$ cat src/rtl/avg_read_ctl.sv
// Read/write sequencer for a 4-byte averager: pops four bytes from a fall-through FIFO,
// then writes the averaged result to the next RAM location, wrapping once per frame.
module avg_read_ctl #(
  parameter int RAM_DEPTH = 32,
  parameter int ADDR_W    = 5
) (
  input  logic              clk_2,
  input  logic              reset_n,
  input  logic              en,
  input  logic              fifo_empty,
  input  logic              ram_busy,
  output logic              rd_fifo,
  output logic              b1,
  output logic              ram_wr,
  output logic [ADDR_W-1:0] ram_addr,
  output logic              frame_done,
  output logic [1:0]        dbg_state
);

  typedef enum logic [1:0] {
    IDLE  = 2'd0,
    READ  = 2'd1,
    WRITE = 2'd2
  } state_t;

  localparam logic [ADDR_W-1:0] LAST_ADDR = ADDR_W'(RAM_DEPTH - 1);

  state_t            state_q, state_d;
  logic [1:0]        cnt_q, cnt_d;
  logic [ADDR_W-1:0] addr_q, addr_d;
  logic              frame_done_q, frame_done_d;

  always_ff @(posedge clk_2 or negedge reset_n) begin
    if (!reset_n) begin
      state_q      <= IDLE;
      cnt_q        <= 2'd0;
      addr_q       <= '0;
      frame_done_q <= 1'b0;
    end else begin
      state_q      <= state_d;
      cnt_q        <= cnt_d;
      addr_q       <= addr_d;
      frame_done_q <= frame_done_d;
    end
  end

  // Handshakes: a byte transfers on any cycle with rd_fifo=1 (FIFO valid = !fifo_empty);
  // a RAM write transfers on any cycle with ram_wr=1 (RAM ready = !ram_busy).
  always_comb begin
    state_d      = state_q;
    cnt_d        = cnt_q;
    addr_d       = addr_q;
    frame_done_d = 1'b0;
    rd_fifo      = (state_q == READ) && !fifo_empty;
    b1           = rd_fifo && (cnt_q == 2'd0);
    ram_wr       = (state_q == WRITE) && !ram_busy;
    case (state_q)
      IDLE: begin
        if (en) begin
          state_d = READ;
          cnt_d   = 2'd0;
        end
      end
      READ: begin
        if (rd_fifo) begin
          if (cnt_q == 2'd3) begin
            state_d = WRITE;
            cnt_d   = 2'd0;
          end else begin
            cnt_d = cnt_q + 2'd1;
          end
        end
      end
      WRITE: begin
        // en is only consulted here, so dropping it never abandons a group mid-way.
        if (ram_wr) begin
          addr_d       = (addr_q == LAST_ADDR) ? '0 : addr_q + ADDR_W'(1);
          frame_done_d = (addr_q == LAST_ADDR);
          state_d      = en ? READ : IDLE;
        end
      end
      default: begin
        state_d = IDLE;
        cnt_d   = 2'd0;
      end
    endcase
  end

  assign ram_addr   = addr_q;
  assign frame_done = frame_done_q;
  assign dbg_state  = state_q;

endmodule

$ cat config.mk
export PLATFORM = sky130hd
export DESIGN_NAME = avg_read_ctl
export DESIGN_NICKNAME = d
export VERILOG_FILES = /design/src/rtl/avg_read_ctl.sv
export SDC_FILE = /design/constraint.sdc
export NUM_CORES = 1
export LEC_CHECK = 0
export ABC_AREA = 1
export CORE_UTILIZATION = 35
export CTS_BUF_LIST = sky130_fd_sc_hd__clkbuf_4 sky130_fd_sc_hd__clkbuf_8
export DETAILED_ROUTE_END_ITERATION = 10
export PLACE_DENSITY_LB_ADDON = 0.3
export SLEW_MARGIN = 20
export SYNTH_ARGS = -nofsm -noshare
export SYNTH_HDL_FRONTEND = slang
export SYNTH_SLANG_ARGS = --single-unit
$ cat constraint.sdc
create_clock -name clk_2 -period 2.39 [get_ports clk_2]
set_input_delay 0.239 -clock clk_2 [delete_from_list [all_inputs] [get_ports clk_2]]
set_output_delay 0.239 -clock clk_2 [all_outputs]
set_load 0.02 [all_outputs]
## After elaboration in Yosys (flattened, before gate mapping)

Cells that the tools add are included.

| storage, ports and cells | value |
|---|---|
| bits in registers | 10 |
| input port bits | 5 |
| word-level logic and storage cells | 38 |

| operators by class | value |
|---|---|
| add/subtract/negate cells | 2 |
| equality and inequality tests | 8 |
| muxes and demuxes | 13 |
| bitwise logic cells | 1 |
| reductions and logical operators | 10 |

Operators by type and width:

| cell | count |
|---|---|
| 2-bit two-way mux | 7 |
| 2-bit one-hot mux with 3 select lines | 2 |
| 2-bit != test (second input constant) | 3 |
| 5-bit by 1-bit adder with 5-bit output (second input constant) | 1 |
| 5-bit == test (second input constant) | 1 |
| 5-bit two-way mux | 1 |
| 2-bit == test (second input constant) | 2 |
| 2-bit zero test | 2 |
| 4-bit AND reduction | 1 |
| 1-bit logical AND | 3 |
| 1-bit two-way mux | 3 |
| 3-bit AND reduction | 1 |
| 2-bit by 1-bit adder with 2-bit output (second input constant) | 1 |
| 2-bit by 1-bit == test with 1-bit output (second input constant) | 1 |
| 1-bit zero test | 2 |
| 2-bit by 1-bit != test with 1-bit output (second input constant) | 1 |
| 2-bit AND reduction | 1 |
| 1-bit NOT | 1 |

## Logic depth before layout (Yosys ltp)

Gate-level depths: netlist (run 1).

| logic depth | value |
|---|---|
| word-level depth | 4 |
| depth in mapped cells | 8 |
| mapped depth without buffers | 8 |

## Worst setup path after synthesis (run 1)

OpenSTA, ideal clock, no wires.

| timing path | value |
|---|---|
| path type | reg2out |
| from | reg state_q[1] (netlist: dbg_state[1]) |
| to | out b1 |
| arrival | 1.245 ns |
| required time | 2.151 ns |
| setup slack | 0.906 ns |
| cell stages (with the launch flop) | 4 |
| buffers on the path | 0 |
| cell sequence | dfrtp_1 inv_2 nand2_1 nor3b_1 |

| on the way | value |
|---|---|
| cells in the longest elaborated chain, start to end | 3 |

RTL lines:

| what | RTL line | text |
|---|---|---|
| from (decl) | 28 | `state_t state_q, state_d;` |
| from (signal assigned) | 40 | `state_q <= state_d;` |
| 2-bit by 1-bit == test with 1-bit output | 54 | `rd_fifo = (state_q == READ) && !fifo_empty;` |
| 1-bit logical AND | 54 |  |
| 1-bit logical AND | 55 | `b1 = rd_fifo && (cnt_q == 2'd0);` |
| to (decl) | 13 | `output logic b1,` |

No other way between the ends.

## Final worst setup path (run 1)

Ends and elaborated chain as after synthesis.

==> results of run 1 <==
final timing paths:
kind | start | endpoint
setup / recovery | dbg_state[1]$_DFFE_PN0P_ | b1
hold / removal | reset_n | dbg_state[0]$_DFFE_PN0P_
setup reg to reg | ram_addr[0]$_DFFE_PN0P_ | ram_addr[2]$_DFFE_PN0P_
hold reg to reg | cnt_q[1]$_DFFE_PN0P_ | cnt_q[1]$_DFFE_PN0P_
max in group asynchronous | reset_n | cnt_q[0]$_DFFE_PN0P_
min in group clk_2 | cnt_q[1]$_DFFE_PN0P_ | cnt_q[1]$_DFFE_PN0P_
layout make-up:
type | instances | area (um2) | share of cell area
Tap cell | 16 | 20.0 | 0.0248
Multi-Input combinational cell | 52 | 317 | 0.392
Inverter | 12 | 47.5 | 0.0589
Timing Repair Buffer | 15 | 150 | 0.186
Clock buffer | 3 | 22.5 | 0.0279
Sequential cell | 10 | 250 | 0.310
state kept, by name (all words and copies together) (netlist names):
| name | flops |
|---|---|
| dbg_state | 2 |
| frame_done | 1 |
| cnt_q | 2 |
| ram_addr | 5 |
power by group:
group	leakage, nW	switching, mW	internal, mW
logic	0.264	0.263	0.204
clock network	0.0138	0.0558	0.0582
registers	0.131	0.0759	0.228
total	0.409	0.394	0.490
metrics by stage:
step / cell area, um2 / setup WS [ns] / power, mW
finish: 807 / 0.420 / 0.885
global route: 807 / 0.324 / 0.952
CTS: 807 / 0.385 / 0.895
detailed placement: 785 / 0.555 / 0.774
global placement: 785 / 0.556 / 0.763
floorplan: 614 / 0.906 / 0.599
worst register-to-register path: stages, from the launching register on:
cell and delay, ns:
dfrtp_1 0.45, ha_1 0.22, nand2_1 0.09, nor2_1 0.15, ha_1 0.20, inv_1 0.06, a21oi_2 0.10, nor2_1 0.04
cells by family after synthesis:
logic type               share of synthesized area
AND/OR/NAND/NOR                              0.350
buffers and inverters                       0.0774
flip-flops                                   0.407
AO/OA/AOI/OAI                               0.0631
adder cells (fa/ha/maj)                      0.102
cells in the mapped netlist, drive strengths merged:
cell type | instances | area, um2
o21ai | 2 | 13.8
dfrtp | 10 | 250
o21a | 1 | 7.51
nand3 | 8 | 52.6
nand4 | 1 | 6.26
a21oi | 2 | 17.5
ha | 5 | 62.6
inv | 12 | 47.6
nor3b | 1 | 7.51
nor2 | 7 | 42.5
nand2 | 25 | 106
per-layer routing:
layer,vias up,global-route usage,wire length (um)
li1,269,-,-
met1,228,0.173,551
met2,12,0.182,487
met3,4,0.0750,62
met4,0,0.0545,13
met5,-,0,0
==> results summary, run 1 <==
The flow ran to the end, and the final reports show no timing, DRC or antenna violations. 16 I/O pins were placed. The number of buffers and inverters on the critical path is 2. Grouping stages by cell kind, the critical path spends the most delay in buffers and inverters. The x dimension of the die is 43.9 um.

The post-route antenna net violation count is 0. Walking the worst path, the cells encountered are inv_2 > nand2_1 > nor3b_1 > clkdlybuf4s50_1. The clock arrives with 0.00150 ns of skew.

Of the available clock period, the critical path in the final layout requires 0.824. The utilization of the core after routing came out at 0.512. The Yosys warning count came out at 0. Setup repair after global routing left no endpoint under its margin. The count of unresolved DRC violations after routing is 0. Counting flops and latches in the post-synthesis netlist gives 10. In this run the number of H-tree levels came out at 1. Of the cells placed in the final design, the portion with a size suffix greater than 1 is 0.152. The pin count of the biggest net entering global routing came out at 11. The library cells used most frequently in the layout, excluding fill and tap cells, are 22 x nand2_1, 15 x clkdlybuf4s50_1, 10 x dfrtp_1, 9 x inv_1, 7 x nand3_1.

The worst-path maximum fanout came out at 4. After global routing the overflow that remains totals 0. The maximum clock frequency came out at 508 MHz. The data arrival time of the critical path is 1.73 ns. The number of instances in the synthesized netlist is 74. STA puts the critical path data required time at 2.15 ns.

The all-layer global routing usage came out at 0.133. The die height came out at 43.9 um. For this design, the slowest cell found on the critical path is clkdlybuf4s50_1. The count of routing violations after the opening detailed-route iteration came out at 20. The number of setup violations in the final report came out at 0. The count of cells along the worst register-to-register path is 7. The count of inserted antenna diode cells is 0. After legalization and detailed placement, the total HPWL measured 855 um.

The via count of the first global-routing pass came out at 416. Setup total negative slack on the finished layout was measured at 0 ns. The final layout contains 104 nets. The unique cell type count in the Yosys netlist came out at 18. The mapped netlist covers 614 um2. The critical path startpoint category is a flop. The count of placed standard cells including taps is 105. The area growth from synthesis to final layout came out at 31.4%. The clock drives 10 sinks. The via density per instance came out at 4.75. The number of placement rows came out at 14. The setup slack of the worst register-to-register path is 0.96 ns. Gates resized during post-CTS repair numbered 0.

The post-CTS setup-driven buffer insertion count is 0. The number of failing hold endpoints at the final stage is 0. The number of pins exceeding their max-slew limit in the final report is 0. The number of hold buffers added after CTS was 0. The worst setup path is captured at an output port.

The root buffer selected by CTS is clkbuf_4. The clock insertion delay at the later pin of the skew report came out at 0.26 ns. The type of the tightest min-delay check is input pin to async pin.

The clock period minus final worst setup slack is 1.97 ns. The area enclosed by the die boundary is 1930 um2. Leaving out fill and tap cells, the most frequent cell in the layout is nand2_1.

For this design the static power due to leakage is 0.409 nW. Dividing total power by cell area gives a power density of 1100 nW/um2. The floorplan step defined a core boundary enclosing 1580 um2.

The average instance area after synthesis came out at 8.30 um2. The first detailed-routing pass ran for 6 iterations. The effective utilization at floorplan is 0.390. The clock-pin slew reported for the worst setup and hold paths after clock tree synthesis is 0.06 ns. The final hold slack is 0.289 ns. The first-pass GRT wire length is 1800 um. The maximum single-stage delay on the critical path came out at 0.63 ns. The fraction of the yosys area taken by sequential cells came out at 0.407. The worst setup path is of the flop to output port kind. The count of filler cells inserted in the layout came out at 152. The congestion estimate from routability-driven global placement came to 0.779. The maximum VDD drop is 0.559 mV. The total of buffers placed on input and output ports came out at 15.

The TritonCTS buffer count came out at 3. The via count is 513. The final layout contains routed wiring with a total length of 1120 um. The final routed wire length divided by cell count is 10.3 um. The number of cells on the critical path came out at 4. Counting every net in the synthesized netlist gives 84. The post-route non-filler standard cell count came out at 108. The number of antenna violations at the first check in global routing came out at 0. The maximum number of buffers from clock root to sink came out at 2. TritonCTS built the clock tree.

At the pin with the least slew margin, the transition time is 0.454 ns. Measured against its own limit, the worst slew margin works out to 0.696. The count of maximum capacitance violations is 0.
No activity file was read; power rests on OpenSTA's default activity.
==> run 2, diff against run 1 <==
clock period = 1.7 ns   (was 2.39 ns; I/O delays follow)
==> results summary, run 2 (same netlist as run 1, synthesis figures left out) <==
The flow ran to the end, and the final reports show no timing, DRC or antenna violations. The proportion of power drawn by the clock network is 0.164. The clock insertion delay at the later pin of the skew report is 0.27 ns. The slew of the pin with the lowest slew margin came out at 0.441 ns. The I/O pin count came out at 16. The TritonCTS buffer count came out at 3.

For this run, the detailed router's first-pass iteration total came to 6. Summed over all cells, the static leakage comes to 0.443 nW. On the critical path, the stage with the largest delay is an instance of dfrtp_1. The power share of the sequential group is 0.314. The combinational share of power came out at 0.522. The area growth from synthesis to final layout came out at 36.7%. The via density per instance came out at 4.79. The post-route non-filler standard cell count came out at 112. Counting the fill cells in the layout gives 162. In this run the clock root is driven by a clkbuf_4. The final routed wire length divided by cell count came out at 10.3 um. Port buffering added 15 buffers.

The count of maximum capacitance violations is 0. Once placement finished, the instance area stood at 807 um2. The area enclosed by the die boundary came out at 1930 um2. The pin count of the biggest net entering global routing came out at 11. The depth of the CTS H-tree is 1. The multi-input combinational cells in the finished layout cover a total of 317 um2. The top cell types in the final layout, fill and taps aside, are 22 x nand2_1, 12 x clkdlybuf4s50_1, 10 x dfrtp_1, 9 x inv_1, 7 x nand3_1. For this configuration, the core starts out at a cell density of 0.390. The die height is 43.9 um. The count of unresolved DRC violations after routing came out at 0.

The number of failing hold endpoints at the final stage came out at 0. The region available for standard cell placement spans 1580 um2. For this run the aggregate overflow at the end of global routing stands at 0. The number of nets in the finished design came out at 107. The number of antenna violations at the first check in global routing came out at 0. Walking the worst path, the cells encountered are inv_1 > ha_1 > nor3b_1 > dlygate4sd2_1. In this run, placement finished with an instance count of 108. The finished layout cell area came out at 840 um2. The post-DP HPWL came out at 906 um.

The worst-path maximum fanout came out at 3. The all-layer global routing usage came out at 0.148. The cts-stage hold buffer count is 0. The count of inserted antenna diode cells came out at 0. The via count came out at 537. The first-pass GRT wire length came out at 1970 um. The maximum single-stage delay on the critical path is 0.41 ns.

The post-route antenna net violation count came out at 0. In this run the horizontal extent of the chip is 43.9 um. The share of post-route cells with drive strength above 1 came out at 0.188. The analysis attributes to net switching a power of 0.564 mW. The number of pins exceeding their max-slew limit in the final report came out at 0. In this run the power density over the cells is 1570 nW/um2. The final-layout setup total negative slack is 0 ns. The count of routing violations after the opening detailed-route iteration came out at 14. The maximum number of buffers from clock root to sink is 2. The global placement routability congestion came out at 0.766. Setup violations remaining at the end of the flow were counted as 0. In this run the core area contains 14 standard-cell rows. The via count of the first global-routing pass is 458. The clock-pin slew reported for the worst setup and hold paths after clock tree synthesis came out at 0.07 ns. The maximum VDD drop came out at 0.745 mV. The library cell used most frequently in the layout, excluding fill and tap cells, is nand2_1.

The kind of critical path is flop to output port. The clock period minus final worst setup slack is 1.58 ns. STA classifies the critical path endpoint as an output port. The total area of sequential cells came out at 250 um2. The data arrival time of the critical path is 1.41 ns. STA classifies the critical path startpoint as a flop. Clock skew on the completed layout was measured at 0.00718 ns. Clock tree synthesis found a total of 10 sinks. The maximum clock frequency is 633 MHz. For the worst setup path, the data required time is 1.53 ns. Setup repair after global routing left no endpoint under its margin. The routed design has 1150 um of wire.

The internal power consumption came out at 0.752 mW. In the finished design, the share of the clock period the worst path needs comes to 0.929. The worst hold path belongs to the class input pin to async pin. The relative max-transition margin came out at 0.705. The share of total power consumed by net switching is 0.428. The number of flip-flops under the largest register name came out at 5. The CTS tree is built.
run 2: final timing paths:
kind	start	endpoint	cells after the start	slack (ns)
setup / recovery	cnt_q[0]$_DFFE_PN0P_	b1	4	0.12
hold / removal	reset_n	cnt_q[0]$_DFFE_PN0P_	1	0.20
setup reg to reg	ram_addr[1]$_DFFE_PN0P_	ram_addr[2]$_DFFE_PN0P_	7	0.25
hold reg to reg	cnt_q[1]$_DFFE_PN0P_	cnt_q[1]$_DFFE_PN0P_	2	0.52
max in group asynchronous	reset_n	ram_addr[4]$_DFFE_PN0P_	1	1.19
min in group clk_2	cnt_q[1]$_DFFE_PN0P_	cnt_q[1]$_DFFE_PN0P_	2	0.52
run 2: cell type report:
cell class,instances,area share
tap,16,0.0238
multi-input combinational,52,0.377
inverter,12,0.0566
sequential,10,0.298
timing repair buffer,18,0.201
clock buffer,4,0.0432
run 2: repair_timing:
action,CTS,global route
gates resized for setup,3,0
hold endpoints to repair,0,0
buffers inserted,0,0
endpoints found under the setup margin,3,0
run 2: stage by stage:
stage | setup WS [ns] | total power [mW] | hold WS (ns) | utilization
floorplan | 0.246 | 0.842 | -0.126 | -
global route | 0.0452 | 1.43 | 0.247 | 0.533
global placement | 0.0968 | 1.10 | 0.500 | 0.512
detailed placement | 0.0677 | 1.12 | 0.511 | 0.512
finish | 0.120 | 1.32 | 0.204 | 0.533
CTS | 0.105 | 1.33 | 0.221 | 0.533
run 2: metal layers:
layer  GRT usage  up-vias  share of wire
li1            -      277              -
met1       0.186      244           0.49
met2       0.200       14           0.43
met3      0.0750        2          0.061
met4      0.0909        0          0.016
met5           0        -              0
run 2: power groups by stage:
stage	registers (mW)	clock network, mW	logic [mW]
3_3_place_gp	0.410	0	0.693
2_1_floorplan	0.492	0	0.350
5_1_grt	0.428	0.232	0.771
4_1_cts	0.411	0.222	0.696
3_5_place_dp	0.415	0	0.705
6_report	0.413	0.215	0.687
run 2: critical path, delay by kind of cell (launching register included):
kind | cells | cell delay (ns)
buffers and inverters | 2 | 0.44
flip-flops | 1 | 0.41
AND/OR/NAND/NOR | 1 | 0.15
adder cells (fa/ha/maj) | 1 | 0.14
